**src/rtl/ksa_pkg.sv**
```systemverilog
// Shared types and elaboration-time helpers for the pipelined Kogge-Stone adder.
package ksa_pkg;

  localparam int KSA_MAX_WIDTH = 64;

  typedef struct packed {
    logic g;
    logic p;
  } ksa_gp_t;

  function automatic int clog2(input int value);
    int r;
    r = 0;
    for (int v = value - 1; v > 0; v = v >> 1) r++;
    return r;
  endfunction

  // Number of prefix pipeline stages; the last stage may carry fewer levels.
  function automatic int ksa_stages(input int width, input int lvl_per_stage);
    return (clog2(width) + lvl_per_stage - 1) / lvl_per_stage;
  endfunction

endpackage

```
**src/rtl/ksa_pipe_if.sv**
```systemverilog
// Operand/result handshake bundle for ksa_pipe; ovf exists only with KSA_PIPE_OVF_EN.
interface ksa_pipe_if #(
   parameter int WIDTH = 32
);
   logic             in_valid;
   logic             in_ready;
   logic [WIDTH-1:0] a;
   logic [WIDTH-1:0] b;
   logic             cin;
   logic             out_valid;
   logic             out_ready;
   logic [WIDTH-1:0] sum;
   logic             cout;
`ifdef KSA_PIPE_OVF_EN
   logic             ovf;

   modport slave  (input  in_valid, a, b, cin, out_ready,
                   output in_ready, out_valid, sum, cout, ovf);
   modport master (output in_valid, a, b, cin, out_ready,
                   input  in_ready, out_valid, sum, cout, ovf);
`else
   modport slave  (input  in_valid, a, b, cin, out_ready,
                   output in_ready, out_valid, sum, cout);
   modport master (output in_valid, a, b, cin, out_ready,
                   input  in_ready, out_valid, sum, cout);
`endif
endinterface

```
**src/rtl/ksa_prefix_level.sv**
```systemverilog
// One combinational Kogge-Stone prefix level combining each bit with the bit DIST below it.
module ksa_prefix_level
   import ksa_pkg::*;
#(
   parameter int WIDTH = 32,
   parameter int DIST  = 1
) (
   input  ksa_gp_t [WIDTH-1:0] src,
   output ksa_gp_t [WIDTH-1:0] dst
);

   for (genvar i = 0; i < WIDTH; i++) begin : g_bit
      if (i < DIST) begin : g_pass
         assign dst[i] = src[i];
      end else begin : g_op
         assign dst[i].g = src[i].g | (src[i].p & src[i-DIST].g);
         assign dst[i].p = src[i].p & src[i-DIST].p;
      end
   end

endmodule

```
**src/rtl/ksa_pipe.sv**
```systemverilog
// Pipelined Kogge-Stone adder with valid/ready flow control and a registered result.
// Optional signed-overflow output enabled by defining KSA_PIPE_OVF_EN.
module ksa_pipe
   import ksa_pkg::*;
#(
   parameter int WIDTH         = 32,
   parameter int LVL_PER_STAGE = 1
) (
   input logic       clk,
   input logic       rst_n,
   ksa_pipe_if.slave bus
);

   localparam int L = clog2(WIDTH);
   localparam int S = ksa_stages(WIDTH, LVL_PER_STAGE);

   logic                adv;
   logic [S:0]          v_q;
   ksa_gp_t [WIDTH-1:0] gp_in;
   ksa_gp_t [WIDTH-1:0] gp_q    [0:S];
   logic    [WIDTH-1:0] p_q     [0:S];
   logic    [S:0]       cin_q;
   ksa_gp_t [WIDTH-1:0] lvl_out [0:L-1];
   logic    [WIDTH-1:0] carry;
   logic    [WIDTH-1:0] final_p;
   logic                unused_p;
   logic                out_valid_q;
   logic    [WIDTH-1:0] sum_q;
   logic                cout_q;

   // Index of the prefix level whose output feeds stage register s.
   function automatic int last_lvl(input int s);
      return ((s * LVL_PER_STAGE < L) ? s * LVL_PER_STAGE : L) - 1;
   endfunction

   // The whole pipe moves as one: it only advances when the output slot is free.
   assign adv          = !out_valid_q || bus.out_ready;
   assign bus.in_ready = adv;
   assign bus.out_valid = out_valid_q;
   assign bus.sum       = sum_q;
   assign bus.cout      = cout_q;

   // NOTE: every always_comb output gets a value on every path; missing one infers a latch.
   always_comb begin
      for (int i = 0; i < WIDTH; i++) begin
         gp_in[i].g = bus.a[i] & bus.b[i];
         gp_in[i].p = bus.a[i] ^ bus.b[i];
      end
      gp_in[0].g = (bus.a[0] & bus.b[0]) | ((bus.a[0] ^ bus.b[0]) & bus.cin);
   end

   for (genvar k = 0; k < L; k++) begin : g_lvl
      ksa_gp_t [WIDTH-1:0] src;
      if (k % LVL_PER_STAGE == 0) begin : g_head
         assign src = gp_q[k / LVL_PER_STAGE];
      end else begin : g_chain
         assign src = lvl_out[k-1];
      end
      ksa_prefix_level #(.WIDTH(WIDTH), .DIST(1 << k)) u_lvl (
         .src (src),
         .dst (lvl_out[k])
      );
   end

   // After the final level, G of bit i is the carry out of bit i (cin already folded in).
   always_comb begin
      for (int i = 0; i < WIDTH; i++) begin
         carry[i]   = gp_q[S][i].g;
         final_p[i] = gp_q[S][i].p;
      end
      unused_p = ^final_p;
   end

   // NOTE: pipeline data needs no reset; the valid bits alone decide what is live.
   always_ff @(posedge clk) begin
      if (adv) begin
         gp_q[0]  <= gp_in;
         p_q[0]   <= bus.a ^ bus.b;
         cin_q[0] <= bus.cin;
         for (int s = 1; s <= S; s++) begin
            gp_q[s]  <= lvl_out[last_lvl(s)];
            p_q[s]   <= p_q[s-1];
            cin_q[s] <= cin_q[s-1];
         end
      end
   end

   // NOTE: sequential state uses non-blocking assignments so all stages shift off the same edge.
   always_ff @(posedge clk or negedge rst_n) begin
      if (!rst_n) begin
         v_q         <= '0;
         out_valid_q <= 1'b0;
         sum_q       <= '0;
         cout_q      <= 1'b0;
      end else if (adv) begin
         v_q         <= {v_q[S-1:0], bus.in_valid};
         out_valid_q <= v_q[S];
         if (v_q[S]) begin
            sum_q  <= p_q[S] ^ {carry[WIDTH-2:0], cin_q[S]};
            cout_q <= carry[WIDTH-1];
         end
      end
   end

`ifdef KSA_PIPE_OVF_EN
   logic ovf_q;

   always_ff @(posedge clk or negedge rst_n) begin
      if (!rst_n) begin
         ovf_q <= 1'b0;
      end else if (adv && v_q[S]) begin
         ovf_q <= carry[WIDTH-1] ^ carry[WIDTH-2];
      end
   end

   assign bus.ovf = ovf_q;
`endif

endmodule

```
**src/flat_wrapper.sv**
```systemverilog
// flat-port wrapper written by rule: the top's interface ports become plain ports
module ksa_pipe_flat import ksa_pkg::*;
#(
   parameter int WIDTH         = 32,
   parameter int LVL_PER_STAGE = 1
)
  (clk, rst_n, bus_in_valid, bus_a, bus_b, bus_cin, bus_out_ready, bus_in_ready, bus_out_valid, bus_sum, bus_cout);
  ksa_pipe_if #(.WIDTH(WIDTH)) bus_i ();
  input logic clk;
  input logic rst_n;
  input wire logic [$bits(bus_i.in_valid)-1:0] bus_in_valid;
  input wire logic [$bits(bus_i.a)-1:0] bus_a;
  input wire logic [$bits(bus_i.b)-1:0] bus_b;
  input wire logic [$bits(bus_i.cin)-1:0] bus_cin;
  input wire logic [$bits(bus_i.out_ready)-1:0] bus_out_ready;
  output wire logic [$bits(bus_i.in_ready)-1:0] bus_in_ready;
  output wire logic [$bits(bus_i.out_valid)-1:0] bus_out_valid;
  output wire logic [$bits(bus_i.sum)-1:0] bus_sum;
  output wire logic [$bits(bus_i.cout)-1:0] bus_cout;
  assign bus_i.in_valid = bus_in_valid;
  assign bus_i.a = bus_a;
  assign bus_i.b = bus_b;
  assign bus_i.cin = bus_cin;
  assign bus_i.out_ready = bus_out_ready;
  assign bus_in_ready = bus_i.in_ready;
  assign bus_out_valid = bus_i.out_valid;
  assign bus_sum = bus_i.sum;
  assign bus_cout = bus_i.cout;
  ksa_pipe #(.WIDTH(WIDTH), .LVL_PER_STAGE(LVL_PER_STAGE)) u_core (.clk(clk), .rst_n(rst_n), .bus(bus_i));
endmodule
```
**config.mk**
```make
export PLATFORM = sky130hd
export DESIGN_NAME = ksa_pipe_flat
export DESIGN_NICKNAME = d
export VERILOG_FILES = /design/src/rtl/ksa_pkg.sv /design/src/rtl/ksa_pipe_if.sv /design/src/rtl/ksa_prefix_level.sv /design/src/rtl/ksa_pipe.sv /design/src/flat_wrapper.sv
export SDC_FILE = /design/constraint.sdc
export NUM_CORES = 1
export LEC_CHECK = 0
export CORE_MARGIN = 2
export CORE_UTILIZATION = 38
export CTS_CLUSTER_SIZE = 25
export DETAILED_ROUTE_END_ITERATION = 8
export PLACE_DENSITY = 0.6
export REMOVE_ABC_BUFFERS = 1
export SYNTH_ARGS = -nofsm -noshare
export SYNTH_HDL_FRONTEND = slang
export SYNTH_SLANG_ARGS = --single-unit
```
**constraint.sdc**
```tcl
create_clock -name clk -period 10.5 [get_ports clk]
set_input_delay 2.625 -clock clk [delete_from_list [all_inputs] [get_ports clk]]
set_output_delay 2.625 -clock clk [all_outputs]
set_load 0.01 [all_outputs]
```
==> results of run 1 <==
## cells in the final DEF, fill, tap and decap left out, types with 2 or more instances in the layout
cell,n
mux2_2,6
clkdlybuf4s50_1,102
clkbuf_16,50
edfxtp_1,488
clkinvlp_4,2
ha_1,32
clkbuf_1,10
clkinv_1,9
a21oi_1,64
bufinv_16,6
dfrtp_1,40
a21o_1,130
clkinv_2,8
inv_16,2
buf_4,6
and2_1,98
xnor2_1,32
## where the power goes
| group | internal (mW) | switching (mW) | leakage, nW | total [mW] |
|---|---|---|---|---|
| logic | 0.423 | 0.476 | 2.00 | 0.899 |
| clock network | 1.03 | 0.736 | 0.794 | 1.77 |
| registers | 3.33 | 0.403 | 5.38 | 3.73 |
| total | 4.78 | 1.62 | 8.18 | 6.40 |
## final cells by class
class / instances / area, um2
timing repair buffer: 110 / 1091
multi-input combinational: 366 / 2701
tap: 615 / 769.5
clock inverter: 31 / 347.8
sequential: 528 / 15660
fill: 4028 / 25990
clock buffer: 60 / 1289
## worst paths after layout
kind | endpoint | slack [ns] | start | depth (start not counted)
max | bus_in_ready | 3.95 | bus_out_ready | 3
min | u_core.p_q[4][9] | 0.41 | u_core.p_q[3][9] | 0
max reg2reg | u_core.p_q[2][17] | 6.22 | u_core.bus.out_valid | 5
min reg2reg | u_core.p_q[4][9] | 0.41 | u_core.p_q[3][9] | 0
max in group asynchronous | u_core.bus.sum[30] | 7.71 | rst_n | 1
min in group asynchronous | u_core.bus.sum[7] | 2.19 | rst_n | 1
## flip-flops by register name (all words and copies together), names as in the netlist
register,count
u_core.bus.cout,1
u_core.bus.out_valid,1
u_core.bus.sum,32
u_core.cin_q,6
u_core.gp_q,326
u_core.p_q,156
u_core.v_q,6
## routing by layer
layer	track usage (%)	routed length [um]
met1	15.69	13280
met2	19.63	14410
met3	2.208	1192
met4	3.696	573
met5	0	0
## through the flow
step / instance area, um2 / total power [mW]
2_1_floorplan: 18350 / 4.458
3_3_place_gp: 20220 / 4.676
5_1_grt: 21850 / 6.723
3_5_place_dp: 20220 / 4.711
6_report: 21850 / 6.400
4_1_cts: 21850 / 6.500
## kinds of logic after synthesis
| group | Yosys count | synth area share [%] |
|---|---|---|
| buffers and inverters | 13 | 0.4547 |
| flip-flops | 528 | 84.93 |
| XOR/XNOR | 32 | 1.521 |
| multiplexers | 7 | 0.4480 |
| AND/OR/NAND/NOR | 101 | 3.441 |
| AO/OA/AOI/OAI | 194 | 7.032 |
| adder cells (fa/ha/maj) | 32 | 2.172 |
==> results.py, run 1 <==
metrics = {
    "synthesis": {
        "ys_top_cells_by_count": "edfxtp_1 (488), a21o_1 (130), and2_1 (98), a21oi_1 (64), dfrtp_1 (40)",
        "syn_inst": 907,
        "syn_area_per_cell_um2": 20.32,
        "synth_edf_count": 488,
        "ys_async_sr_fraction_pct": 7.576,
        "synth_top_cell_by_area": "edfxtp_1",
        "synth_flop_cell": "edfxtp_1",
        "synth_area_mm2": 0.01843,
        "ys_top_cells_by_area": "edfxtp_1 (80%), dfrtp_1 (5.4%), a21o_1 (5.3%), and2_1 (3.3%), ha_1 (2.2%)",
        "synth.distinct_cells": 16,
        "ys_warn_count": 0,
        "synth_most_common_cell": "edfxtp_1",
        "ys_seq_area_share_pct": 84.93,
        "ys_seq_elements": 528,
        "yosysTopAreaCellShare_pct": 79.50,
    },
    "setup_path": {
        "path_class": "input pin to output pin",
        "cp_slowest_cell": "clkdlybuf4s50_1",
        "path_delay_family": "buffers and inverters",
        "cp_max_fo": 3,
        "setup.worst_path.start_class": "input pin",
        "worstPathArrival_ns": 3.93,
        "crit_chain": "clkdlybuf4s50_1 > nand2b_4 > clkdlybuf4s50_1",
        "crit_top_cell": "clkdlybuf4s50_1",
        "critPathRequiredTime_ns": 7.88,
        "cp_num_buf_inv": 2,
        "endpoint_kind": "output pin",
        "slowest_delay_ns": 0.64,
    },
    "global_routing": {
        "antenna_found_initial": 0,
        "grt_start_max_net_pins": 177,
        "grt_pass1_vias": 8048,
        "grt.total_usage_pct": 11.76,
        "grt_pass1_wl_um": 45420,
        "grt-ovfl-total": 0,
    },
    "cells_and_area": {
        "drive_gt1_share_pct": 8.128,
        "stdcell_count": 1710,
        "area_growth_pct": 18.56,
        "final_nets": 1157,
        "finish.utilization_pct": 45.67,
        "n_antenna_cell": 0,
    },
    "detailed_routing": {
        "viasPerCell": 4.600,
        "wire_per_inst_um": 17.23,
        "num_vias": 7866,
        "drcViolationCount": 0,
        "detail_route.first_pass.iterations": 4,
        "ant_nets": 0,
        "wirelength_um": 29460,
        "drtIter0Drc": 517,
    },
    "sta": {
        "relSlewSlack_pct": 29.99,
        "setup_slack_ns": 3.946,
        "min_period_ns": 6.554,
        "fin_crit_sh_pct": 62.42,
        "whs_ns": 0.4069,
        "fin_worst_skew_ns": 0.01757,
        "rsz0062_at_grt": "no",
        "setup_viol_count_final": 0,
        "slew_violations": 0,
        "fin_tns_setup_ns": 0,
        "worstMarginPinSlew_ns": 1.050,
        "max_freq_mhz": 152.6,
        "hold_viol_final": 0,
    },
    "die": {
        "core_area_mm2": 0.04785,
        "die_h_um": 224.2,
        "initial_utilization_pct": 38.53,
        "fp.dieArea_mm2": 0.05029,
        "die_w_um": 224.2,
        "io_pins": 104,
        "num_rows": 80,
    },
    "clock_network": {
        "cts-buffers-inserted": 50,
        "insertion_delay_ns": 0.58,
        "cts.repair_timing.setup_buffer_count": 0,
        "cts_tree": "done",
        "hold_buffers": 0,
        "root_buffer": "clkbuf_16",
        "clk_pin_slew_worst_paths_ns": 0.06,
        "cts.sink_count": 528,
        "h-tree-depth": 2,
        "cts_resized": 0,
        "cts_buffer_depth": 3,
    },
    "power": {
        "powerDensity_mw_per_mm2": 292.9,
        "p_leak_nw": 8.181,
        "vdd_drop_max_mv": 0.1500,
    },
    "job": {
        "maxCapViolations": 0,
    },
    "placed_design": {
        "pre_cts_slack_ns": 3.437,
        "portBuffers": 103,
        "routabilityCongestion": 0.7701,
        "placed_cells": 1619,
        "dp_hpwl_um": 19860,
    },
    "run_status": {
        "outcome": "finished clean",
    },
    "min_path": {
        "hp-class": "flop to flop",
    },
}
No activity file was read; power rests on OpenSTA's default activity.
==> run 2: changes to the inputs <==
Clock period 10.5 ns to 5.5 ns, I/O delays scaled along.
==> run 2 against run 1 <==
Net effect:
- die area unchanged
- combinational power is 90% higher
- clock skew decreased by 0.0017 ns
- critical path type unchanged
- critical endpoint unchanged
==> results.py, run 2 (synthesis results as in run 1) <==
metrics = {
    "sta": {
        "slew_violations": 0,
        "hold_viol_final": 0,
        "relSlewSlack_pct": 31.38,
        "worstMarginPinSlew_ns": 1.029,
        "fin_worst_skew_ns": 0.01583,
        "min_period_ns": 4.129,
        "setup_slack_ns": 1.371,
        "fin_crit_sh_pct": 75.07,
        "setup_viol_count_final": 0,
        "whs_ns": 0.4122,
        "rsz0062_at_grt": "no",
        "fin_tns_setup_ns": 0,
        "max_freq_mhz": 242.2,
    },
    "global_routing": {
        "grt-ovfl-total": 0,
        "grt_start_max_net_pins": 198,
        "grt.total_usage_pct": 11.63,
        "antenna_found_initial": 0,
        "grt_pass1_vias": 7876,
        "grt_pass1_wl_um": 45070,
    },
    "clock_network": {
        "hold_buffers": 0,
        "cts.sink_count": 528,
        "cts.repair_timing.setup_buffer_count": 0,
        "insertion_delay_ns": 0.56,
        "cts-buffers-inserted": 50,
        "cts_tree": "done",
        "cts_resized": 0,
        "clk_pin_slew_worst_paths_ns": 0.06,
        "h-tree-depth": 2,
        "cts_buffer_depth": 3,
        "root_buffer": "clkbuf_16",
    },
    "detailed_routing": {
        "num_vias": 7736,
        "detail_route.first_pass.iterations": 4,
        "wirelength_um": 29170,
        "drtIter0Drc": 568,
        "wl_met2_um": 14150,
        "viasPerCell": 4.529,
        "drcViolationCount": 0,
        "wl_met3_um": 1112,
        "wire_per_inst_um": 17.08,
        "ant_nets": 0,
        "wl_met1_um": 13390,
        "highest_layer": "met4",
    },
    "placed_design": {
        "pre_cts_slack_ns": 1.305,
        "placed_cells": 1616,
        "portBuffers": 103,
        "place_area_mm2": 0.02022,
        "routabilityCongestion": 0.7315,
        "dp_hpwl_um": 19000,
    },
    "die": {
        "fp.dieArea_mm2": 0.05029,
        "initial_utilization_pct": 38.53,
        "io_pins": 104,
        "die_w_um": 224.2,
        "num_rows": 80,
        "die_h_um": 224.2,
        "core_area_mm2": 0.04785,
    },
    "cells_and_area": {
        "final_common_cell": "edfxtp_1",
        "largest_reg_flops": 326,
        "top_register": "u_core.gp_q",
        "area_growth_pct": 18.53,
        "drive_gt1_share_pct": 7.594,
        "fin_area_mm2": 0.02185,
        "stdcell_count": 1708,
        "n_antenna_cell": 0,
        "finish.utilization_pct": 45.66,
        "final_cell_mix": "edfxtp_1 (488), a21o_1 (130), clkdlybuf4s50_1 (102), and2_1 (98), a21oi_1 (64)",
        "final_nets": 1154,
    },
    "power": {
        "finalPower_mw": 12.20,
        "vdd_drop_max_mv": 0.2621,
        "powerDensity_mw_per_mm2": 558.3,
        "p_leak_nw": 8.179,
    },
    "job": {
        "maxCapViolations": 0,
    },
    "run_status": {
        "outcome": "finished clean",
    },
    "setup_path": {
        "setup.worst_path.start_class": "input pin",
        "worstPathArrival_ns": 2.75,
        "cp_max_fo": 2,
        "path_class": "input pin to output pin",
        "endpoint_kind": "output pin",
        "critPathRequiredTime_ns": 4.12,
    },
    "min_path": {
        "hp-class": "flop to flop",
    },
}
==> run 2: where the power goes <==
| part | switching [mW] | internal (mW) | total (mW) |
|---|---|---|---|
| clock network | 1.36 | 1.99 | 3.35 |
| logic | 0.904 | 0.811 | 1.71 |
| registers | 0.768 | 6.36 | 7.13 |
| total | 3.03 | 9.16 | 12.2 |
==> run 2: path summary, 6_finish.rpt <==
check	startpoint	depth (start not counted)	slack (ns)	to
setup / recovery	bus_out_ready	3	1.37	bus_in_ready
max in group asynchronous	rst_n	1	3.98	u_core.bus.sum[31]
hold / removal	u_core.p_q[4][16]	0	0.41	u_core.p_q[5][16]
min in group asynchronous	rst_n	1	0.94	u_core.bus.sum[4]
setup reg to reg	u_core.bus.out_valid	3	3.02	u_core.gp_q[4][31]
hold reg to reg	u_core.p_q[4][16]	0	0.41	u_core.p_q[5][16]
==> run 2: cell type report <==
class	count	area, um2
Tap cell	615	769.5
Sequential cell	528	15660
Fill cell	4056	26000
Clock buffer	63	1374
Clock inverter	29	255.2
Timing Repair Buffer	107	1094
Multi-Input combinational cell	366	2701
==> run 2: per-layer routing <==
metal  track usage [%]  vias up
met5                 0        -
met3             2.155       49
li1                  -     3787
met1             15.78     3768
met2             19.10      132
met4             3.739        0
==> run 2: critical path: stages <==
cell and delay (ns):
clkdlybuf4s50_1 0.47, nand2b_4 0.19, clkdlybuf4s50_1 0.71
